$ cat config.mk
export PLATFORM = sky130hd
export DESIGN_NAME = uart_wb_bridge
export DESIGN_NICKNAME = d
export VERILOG_FILES = /design/src/rtl/uart_wb_bridge.sv
export SDC_FILE = /design/constraint.sdc
export NUM_CORES = 1
export LEC_CHECK = 0
export BUFFER_PORTS_ARGS = -buffer_cell sky130_fd_sc_hd__buf_2
export CAP_MARGIN = 5
export CORE_MARGIN = 2
export CORE_UTILIZATION = 50
export CTS_BUF_LIST = sky130_fd_sc_hd__clkbuf_2 sky130_fd_sc_hd__clkbuf_4 sky130_fd_sc_hd__clkbuf_8
export CTS_CLUSTER_DIAMETER = 40
export DETAILED_ROUTE_END_ITERATION = 10
export GPL_ROUTABILITY_DRIVEN = 0
export PLACE_DENSITY = 0.76
export SYNTH_ARGS = -nofsm -noshare
export SYNTH_HDL_FRONTEND = slang
export SYNTH_SLANG_ARGS = --single-unit
export TNS_END_PERCENT = 30
$ cat constraint.sdc
create_clock -name i_controller_clk -period 1.9 [get_ports i_controller_clk]
set_clock_uncertainty 0.05 [all_clocks]
set_input_delay 0.095 -clock i_controller_clk [delete_from_list [all_inputs] [get_ports i_controller_clk]]
set_output_delay 0.095 -clock i_controller_clk [all_outputs]
set_load 0.05 [all_outputs]
$ cat src/rtl/uart_wb_bridge.sv
// Framed byte-stream to pipelined-Wishbone command bridge: 'W'/'R' + address (+ data) in,
// 'K' / read data / '?' / 'T' out. Every output comes straight from a register.
module uart_wb_bridge #(
  parameter int WB_ADDR_BITS   = 24,
  parameter int WB_DATA_BITS   = 32,
  parameter int TIMEOUT_CYCLES = 1023
) (
  input  logic                      i_controller_clk,
  input  logic                      i_rst_n,
  input  logic [7:0]                i_rx_tdata,
  input  logic                      i_rx_tvalid,
  output logic                      o_rx_tready,
  output logic [7:0]                o_tx_tdata,
  output logic                      o_tx_tvalid,
  input  logic                      i_tx_tready,
  output logic                      o_wb_cyc,
  output logic                      o_wb_stb,
  output logic                      o_wb_we,
  output logic [WB_ADDR_BITS-1:0]   o_wb_addr,
  output logic [WB_DATA_BITS-1:0]   o_wb_data,
  output logic [WB_DATA_BITS/8-1:0] o_wb_sel,
  input  logic                      i_wb_stall,
  input  logic                      i_wb_ack,
  input  logic [WB_DATA_BITS-1:0]   i_wb_data,
  output logic                      o_busy,
  output logic                      o_err
);
  localparam int NA = (WB_ADDR_BITS + 7) / 8;
  localparam int ND = WB_DATA_BITS / 8;
  localparam int CW = $clog2((NA > ND ? NA : ND) + 1);
  localparam int TW = $clog2(TIMEOUT_CYCLES + 1);

  typedef enum logic [2:0] {S_IDLE, S_ADDR, S_DATA, S_REQ, S_WAIT, S_RESP} state_t;

  state_t                  r_state, w_state_nxt;
  logic                    r_we, w_we_nxt;
  logic [WB_ADDR_BITS-1:0] r_addr, w_addr_nxt;
  logic [WB_DATA_BITS-1:0] r_data, w_data_nxt;
  logic [WB_DATA_BITS-1:0] r_shift, w_shift_nxt;
  logic [CW-1:0]           r_cnt, w_cnt_nxt;
  logic [TW-1:0]           r_tmo, w_tmo_nxt;
  logic [7:0]              r_tx_tdata, w_txd_nxt;
  logic                    r_err, w_err_nxt;
  logic                    r_rx_tready, r_tx_tvalid, r_cyc, r_stb, r_busy;
  logic [ND-1:0]           r_sel;
  logic                    w_rx_fire, w_tx_fire, w_acked, w_cyc_nxt;

  assign w_rx_fire = i_rx_tvalid && r_rx_tready;
  assign w_tx_fire = r_tx_tvalid && i_tx_tready;
  // An ack coinciding with acceptance counts; an ack before acceptance is not ours.
  assign w_acked   = i_wb_ack && (r_state == S_WAIT || (r_state == S_REQ && !i_wb_stall));
  assign w_cyc_nxt = (w_state_nxt == S_REQ) || (w_state_nxt == S_WAIT);

  always_comb begin
    w_state_nxt = r_state;
    w_we_nxt    = r_we;
    w_addr_nxt  = r_addr;
    w_data_nxt  = r_data;
    w_shift_nxt = r_shift;
    w_cnt_nxt   = r_cnt;
    w_txd_nxt   = r_tx_tdata;
    w_err_nxt   = r_err;
    w_tmo_nxt   = '0;
    case (r_state)
      S_IDLE: if (w_rx_fire) begin
        if (i_rx_tdata == 8'h57 || i_rx_tdata == 8'h52) begin
          w_we_nxt    = (i_rx_tdata == 8'h57);
          w_cnt_nxt   = CW'(NA);
          w_state_nxt = S_ADDR;
        end else begin
          w_txd_nxt   = 8'h3F;
          w_cnt_nxt   = CW'(1);
          w_state_nxt = S_RESP;
        end
      end
      S_ADDR: if (w_rx_fire) begin
        w_addr_nxt = WB_ADDR_BITS'({r_addr, i_rx_tdata});
        w_cnt_nxt  = r_cnt - CW'(1);
        if (r_cnt == CW'(1)) begin
          if (r_we) begin
            w_cnt_nxt   = CW'(ND);
            w_state_nxt = S_DATA;
          end else begin
            w_state_nxt = S_REQ;
          end
        end
      end
      S_DATA: if (w_rx_fire) begin
        w_data_nxt = WB_DATA_BITS'({r_data, i_rx_tdata});
        w_cnt_nxt  = r_cnt - CW'(1);
        if (r_cnt == CW'(1)) w_state_nxt = S_REQ;
      end
      S_REQ, S_WAIT: begin
        w_tmo_nxt = r_tmo + TW'(1);
        if (w_acked) begin
          w_state_nxt = S_RESP;
          if (r_we) begin
            w_txd_nxt = 8'h4B;
            w_cnt_nxt = CW'(1);
          end else begin
            w_txd_nxt   = i_wb_data[WB_DATA_BITS-1 -: 8];
            w_shift_nxt = i_wb_data << 8;
            w_cnt_nxt   = CW'(ND);
          end
        end else if (r_tmo == TW'(TIMEOUT_CYCLES)) begin
          w_txd_nxt   = 8'h54;
          w_cnt_nxt   = CW'(1);
          w_err_nxt   = 1'b1;
          w_state_nxt = S_RESP;
        end else if (r_state == S_REQ && !i_wb_stall) begin
          w_state_nxt = S_WAIT;
        end
      end
      S_RESP: if (w_tx_fire) begin
        if (r_cnt == CW'(1)) begin
          w_state_nxt = S_IDLE;
        end else begin
          w_txd_nxt   = r_shift[WB_DATA_BITS-1 -: 8];
          w_shift_nxt = r_shift << 8;
          w_cnt_nxt   = r_cnt - CW'(1);
        end
      end
      default: w_state_nxt = S_IDLE;
    endcase
  end

  // Handshake outputs are registered copies of what the next state implies.
  always_ff @(posedge i_controller_clk or negedge i_rst_n) begin
    if (!i_rst_n) begin
      r_state     <= S_IDLE;
      r_we        <= 1'b0;
      r_addr      <= '0;
      r_data      <= '0;
      r_shift     <= '0;
      r_cnt       <= '0;
      r_tmo       <= '0;
      r_tx_tdata  <= '0;
      r_err       <= 1'b0;
      r_rx_tready <= 1'b0;
      r_tx_tvalid <= 1'b0;
      r_cyc       <= 1'b0;
      r_stb       <= 1'b0;
      r_sel       <= '0;
      r_busy      <= 1'b0;
    end else begin
      r_state     <= w_state_nxt;
      r_we        <= w_we_nxt;
      r_addr      <= w_addr_nxt;
      r_data      <= w_data_nxt;
      r_shift     <= w_shift_nxt;
      r_cnt       <= w_cnt_nxt;
      r_tmo       <= w_tmo_nxt;
      r_tx_tdata  <= w_txd_nxt;
      r_err       <= w_err_nxt;
      r_rx_tready <= (w_state_nxt == S_IDLE) || (w_state_nxt == S_ADDR) || (w_state_nxt == S_DATA);
      r_tx_tvalid <= (w_state_nxt == S_RESP);
      r_cyc       <= w_cyc_nxt;
      r_stb       <= (w_state_nxt == S_REQ);
      r_sel       <= {ND{w_cyc_nxt}};
      r_busy      <= (w_state_nxt != S_IDLE);
    end
  end

  assign o_rx_tready = r_rx_tready;
  assign o_tx_tdata  = r_tx_tdata;
  assign o_tx_tvalid = r_tx_tvalid;
  assign o_wb_cyc    = r_cyc;
  assign o_wb_stb    = r_stb;
  assign o_wb_we     = r_we;
  assign o_wb_addr   = r_addr;
  assign o_wb_data   = r_data;
  assign o_wb_sel    = r_sel;
  assign o_busy      = r_busy;
  assign o_err       = r_err;
endmodule

# Word level (Yosys, flattened, before mapping)
# Cells that the tools add are included.
[classes]
add_sub_neg = 2
n_eq_ne = 23
mux = 39
bitwise = 1
reduce_logical = 24
[ops]
columns = ["cell", "count"]
rows = [
  ["32-bit 2-to-1 mux", 4],
  ["32-bit one-hot mux with 2 select lines", 1],
  ["3-bit 2-to-1 mux", 21],
  ["8-bit 2-to-1 mux", 7],
  ["3-bit one-hot mux with 5 select lines", 2],
  ["8-bit one-hot mux with 3 select lines", 1],
  ["8-bit by 7-bit equality test with 1-bit output, second input constant", 2],
  ["2-bit != test, second input constant", 8],
  ["3-bit by 2-bit equality test with 1-bit output, second input constant", 4],
  ["3-bit equality test, second input constant", 4],
  ["10-bit by 1-bit adder with 10-bit output, second input constant", 1],
  ["10-bit equality test, second input constant", 1],
  ["10-bit 2-to-1 mux", 1],
  ["3-bit by 1-bit equality test with 1-bit output, second input constant", 3],
  ["7-bit AND reduction", 1],
  ["3-bit zero test", 2],
  ["3-bit AND reduction", 2],
  ["6-bit AND reduction", 1],
  ["3-bit nonzero test", 2],
  ["1-bit logical OR", 5],
  ["5-bit AND reduction", 1],
  ["5-bit nonzero test", 1],
  ["1-bit logical AND", 4],
  ["2-bit AND reduction", 2],
  ["other kinds (8)", 8],
]
[word_totals]
register_bits = 120
input_bits = 46
output_inout_bits = 75
word_cells = 104

# Logic depth before layout (Yosys ltp)
[logic_depth]
ltp_word = 9
ltp_mapped = 7
ltp_nobuf = 7

# Least setup slack after synthesis
# Ideal clock, no wire load.
[synth_path]
path_kind = "register to register"
startpoint = "register r_rx_tready (netlist: o_rx_tready)"
endpoint = "register r_tx_tdata[0] (netlist: o_tx_tdata[0])"
setup_time_ns = 0.125
t_arrival_ns = 1.901
required_time_ns = 1.725
slack_ns = -0.176
stages_incl_launch_ff = 6
path_buffers = 0
period_less_slack_ns = 2.076
cell_sequence = "dfrtp_1 -> nand2_1 -> nor3_1 -> a221oi_4 -> a31oi_4 -> mux2_4"
[synth_via]
elab_chain_len = 3
[synth_rtl]
columns = ["item", "line_no", "text"]
rows = [
  ["start, declared", "44", "logic r_rx_tready, r_tx_tvalid, r_cyc, r_stb, r_busy;"],
  ["start signal, assigned", "155", "r_rx_tready <= (w_state_nxt == S_IDLE) || (w_state_nxt == S_ADDR) || (w_state_nxt == S_DATA);"],
  ["1-bit logical AND", "48", "assign w_rx_fire = i_rx_tvalid && r_rx_tready;"],
  ["2-bit != test (no line)", "-", ""],
  ["6-bit AND reduction (no line)", "-", ""],
  ["end signal, assigned", "153", "r_tx_tdata <= w_txd_nxt;"],
  ["end, declared", "42", "logic [7:0] r_tx_tdata, w_txd_nxt;"],
]
# No other way between the ends.
# A chain may end at the register's enable or synchronous reset.

# Worst setup path after layout
[layout_path]
startpoint = "register r_state[2]"
endpoint = "register o_wb_sel[0] (netlist name)"
[layout_via]
elab_chain_len = 8
word_cells_on_any_way = 24
cone_classes = "eq/ne: 7; mux: 11; reduce/logical: 6"
[layout_rtl]
columns = ["item", "line_no", "text"]
rows = [
  ["start, declared", "35", "state_t r_state, w_state_nxt;"],
  ["start signal, assigned", "146", "r_state <= w_state_nxt;"],
  ["3-bit by 2-bit equality test with 1-bit output", "51, 64, 110", ""],
  ["1-bit logical AND", "51, 110", ""],
  ["3-bit 2-to-1 mux or 1-bit logical OR (tied branches)", "110, 51", ""],
  ["3-bit 2-to-1 mux or 1-bit logical AND (tied branches)", "105, 51", ""],
  ["3-bit 2-to-1 mux", "95", "if (w_acked) begin"],
  ["3-bit one-hot mux with 5 select lines (*)", "64", "case (r_state)"],
  ["3-bit by 2-bit equality test with 1-bit output or 3-bit equality test (tied branches)", "52", "assign w_cyc_nxt = (w_state_nxt == S_REQ) || (w_state_nxt == S_WAIT);"],
  ["1-bit logical OR (*)", "52", ""],
  ["via w_cyc_nxt", "46", "logic w_rx_fire, w_tx_fire, w_acked, w_cyc_nxt;"],
]
# Mark *: on every way through the listed nets, which the timed path passes. The rest lies on a longest branch.

==> qor.yml <==
power:
  power.leakage_nw: 3.31
  combPwrFrac_pct: 51.7
  seqPwrFrac_pct: 34.8
  irDropWorstVdd_v: 0.00134
  intPower_w: 0.00563
  switching_share_pct: 45.6
  p_switching_w: 0.00472
  p_per_area_nw_per_um2: 1540
  p_total_w: 0.0104
  clock_power_share_pct: 13.5
sta:
  timing.final.ws_setup_ns: -0.00123
  rsz0062_at_grt: "true"
  slew_headroom_pct: 70.5
  hold_viol: 0
  timing.hold.ws_ns: 0.0270
  maxSlewViolCount: 0
  setup_tns_ns: -0.00123
  setup_viol: 1
  max_freq_mhz: 526
  fin_crit_sh_pct: 100
  worst_pin_slew_ns: 0.440
  post-route-min-period_ns: 1.90
synthesis:
  yosysTopAreaCell: "dfrtp_1"
  syn_inst: 440
  syn_nets: 489
  synthArstFlopShare_pct: 100
  syn_area_per_cell_um2: 11.4
  synth.area.top_cells: "dfrtp_1 55%, mux2_2 7.2%, mux2_1 5.8%"
  synth-edff-count: 0
  yosysMostFrequentCell: "dfrtp_1"
  yosysSeqAreaShare_pct: 55.4
  synth_cell_type_count: 50
  yosys_warnings: 0
  ys.flop_type: "dfrtp_1"
  netlist_area_um2: 5010
  synth.cells.most_frequent: "111 x dfrtp_1, 51 x nand2_1, 37 x nor2_1"
  yosys_register_bits: 111
  netlist.area_leader.share_pct: 55.4
finish:
  drive_above_1_share_pct: 40.2
  num-fill-cells: 768
  area_delta_synth_final_pct: 34.3
  final_cell_count_no_fill: 763
  fin_util_pct: 69.1
  num_antenna_cells: 0
  fin_nets: 674
critical_path:
  timing.rr.start: "r_state[2]"
  worstPathMaxFanout: 8
  reg2reg_depth: 7
  rrSetupSlack_ns: -0.001
  regToRegEndpoint: "o_wb_sel[0]"
  critPathCaptureType: "flop"
  crit_start: "r_state[2]"
  crit_arrival_ns: 2.16
  crit_required_ns: 2.16
  criticalPathCategory: "reg -> reg"
  start_kind: "flop"
die:
  die-area_um2: 10800
  rows: 36
  ioPinCount: 121
  core_um2: 9730
  start_util_pct: 51.5
  fp.dieH_um: 104
  die_w_um: 104
clocking:
  cts_tree: "built"
  numCtsBuffers: 9
  cts-root-buf: "clkbuf_8"
  h-tree-depth: 3
  clkSinkCount: 111
  cts_max_path_buffers: 2
  path_clk_slew_ns: 0.11
  insertion_delay_ns: 0.39
global_route:
  grt_pass1_vias: 4018
  grt_remaining_overflow: 0
  grtUsageTotal_pct: 22.7
  grt_pass1_wl_mm: 19.6
  antenna_found_initial: 0
  grt_max_degree: 52
routing:
  drt_first_iter_violations: 172
  vias: 4063
  dr.pass1.iters: 4
  postRouteAntennaNets: 0
  avgViaCountPerCell: 5.33
  wirelength_mm: 12.4
  route.detailed.drc: 0
  wl_per_cell_um: 16.3
placement:
  port_buffers: 120
  dp_cells: 708
  dpl.hpwl_mm: 8.03
outcome:
  failed_checks: "setup timing"
  outcome: "finished, violations left"
hold_path:
  min_to: "o_wb_addr[2]"
  hold_class: "in -> reg"
  whs_path_depth: 3
  hp-start: "i_rx_tdata[2]"
flow_run:
  maxCapViolCount: 0
## metal layers
metal  routed length, µm  GRT usage [%]  part of all wire (%)
met1                4900           26.9                    40
met2                6550           39.9                    53
met3                 599           5.08                   4.8
met4                 350           9.36                   2.8
met5                   0              0                     0
## through the flow
step / area (µm²) / setup slack [ns]
floorplan: 5020 / -0.000776
global placement: 6040 / -0.00781
detailed placement: 6040 / -0.0645
CTS: 6590 / 0.00270
global route: 6730 / -0.0994
finish: 6730 / -0.00123
## logic make-up after synthesis
group	Yosys count	share of synthesized area [%]
simple gates	136	13.0
flops	111	55.4
mux	68	15.6
buf+inv	44	4.05
fa+ha+maj	3	0.749
compound gates	69	9.52
xor+xnor	9	1.57
## flip-flops by register name (all words and copies together) (netlist names), 3 cells and up
register and cells:
o_wb_data 32, r_tmo 10, r_shift 24, o_tx_tdata 8
r_state 3, r_cnt 3, o_wb_addr 24
## worst max-delay path, stage by stage, from the launching register on
cell and delay, ns:
dfrtp_2 0.47, buf_4 0.18, and4bb_1 0.35, nor2b_1 0.15, a211oi_1 0.07, a211oi_2 0.20
buf_4 0.17, mux2i_1 0.18
## timing repair
action | 4_1_cts | 5_1_grt
hold endpoints to repair | 148 | 0
gates resized for setup | 9 | 13
cloned | 0 | 2
setup endpoints to repair | 10 | 39
pin swaps | 1 | 3
hold buffers | 32 | 0
buffers inserted | 0 | 5
## area by class of cell
class	instances	area [µm²]	share of cell area, %
multi-input combinational	285	2120	31.6
sequential	111	2790	41.4
tap	133	166	2.47
clock inverter	6	61.3	0.911
timing repair buffer	199	1380	20.5
clock buffer	10	138	2.05
inverter	19	71.3	1.06
## how the worst max path moves through the flow
stage | end | slack, ns | depth (start not counted)
final | o_wb_sel[0] | -0.001 | 7
after global routing | o_rx_tready | -0.1 | 7
after CTS | o_tx_tdata[0] | 0.003 | 8
after detailed placement | o_tx_tdata[5] | -0.06 | 8
after global placement | o_tx_tdata[7] | -0.008 | 7
after floorplan | o_tx_tdata[0] | -0.0008 | 5
## cells in the final DEF, fill, tap and decap left out, types with 9 or more instances in the layout
cell / synthesis / layout
a21oi_1: 11 / 10
a31oi_1: 18 / 18
buf_2: 12 / 119
buf_4: 6 / 39
clkbuf_8: 0 / 10
dfrtp_1: 111 / 105
dlygate4sd3_1: 0 / 32
inv_1: 19 / 18
mux2_1: 26 / 26
mux2_2: 32 / 32
nand2_1: 51 / 50
nand3_1: 12 / 12
nor2_1: 37 / 35
o21ai_1: 10 / 9
## power by group through the flow
stage,Sequential (W),Clock [W],Combinational [W]
4_1_cts,0.00358,0.00145,0.00513
3_5_place_dp,0.00360,0,0.00502
6_report,0.00360,0.00140,0.00536
2_1_floorplan,0.00489,0,0.00224
5_1_grt,0.00369,0.00154,0.00571
3_3_place_gp,0.00357,0,0.00490
Power figures use the tool's default switching activity.
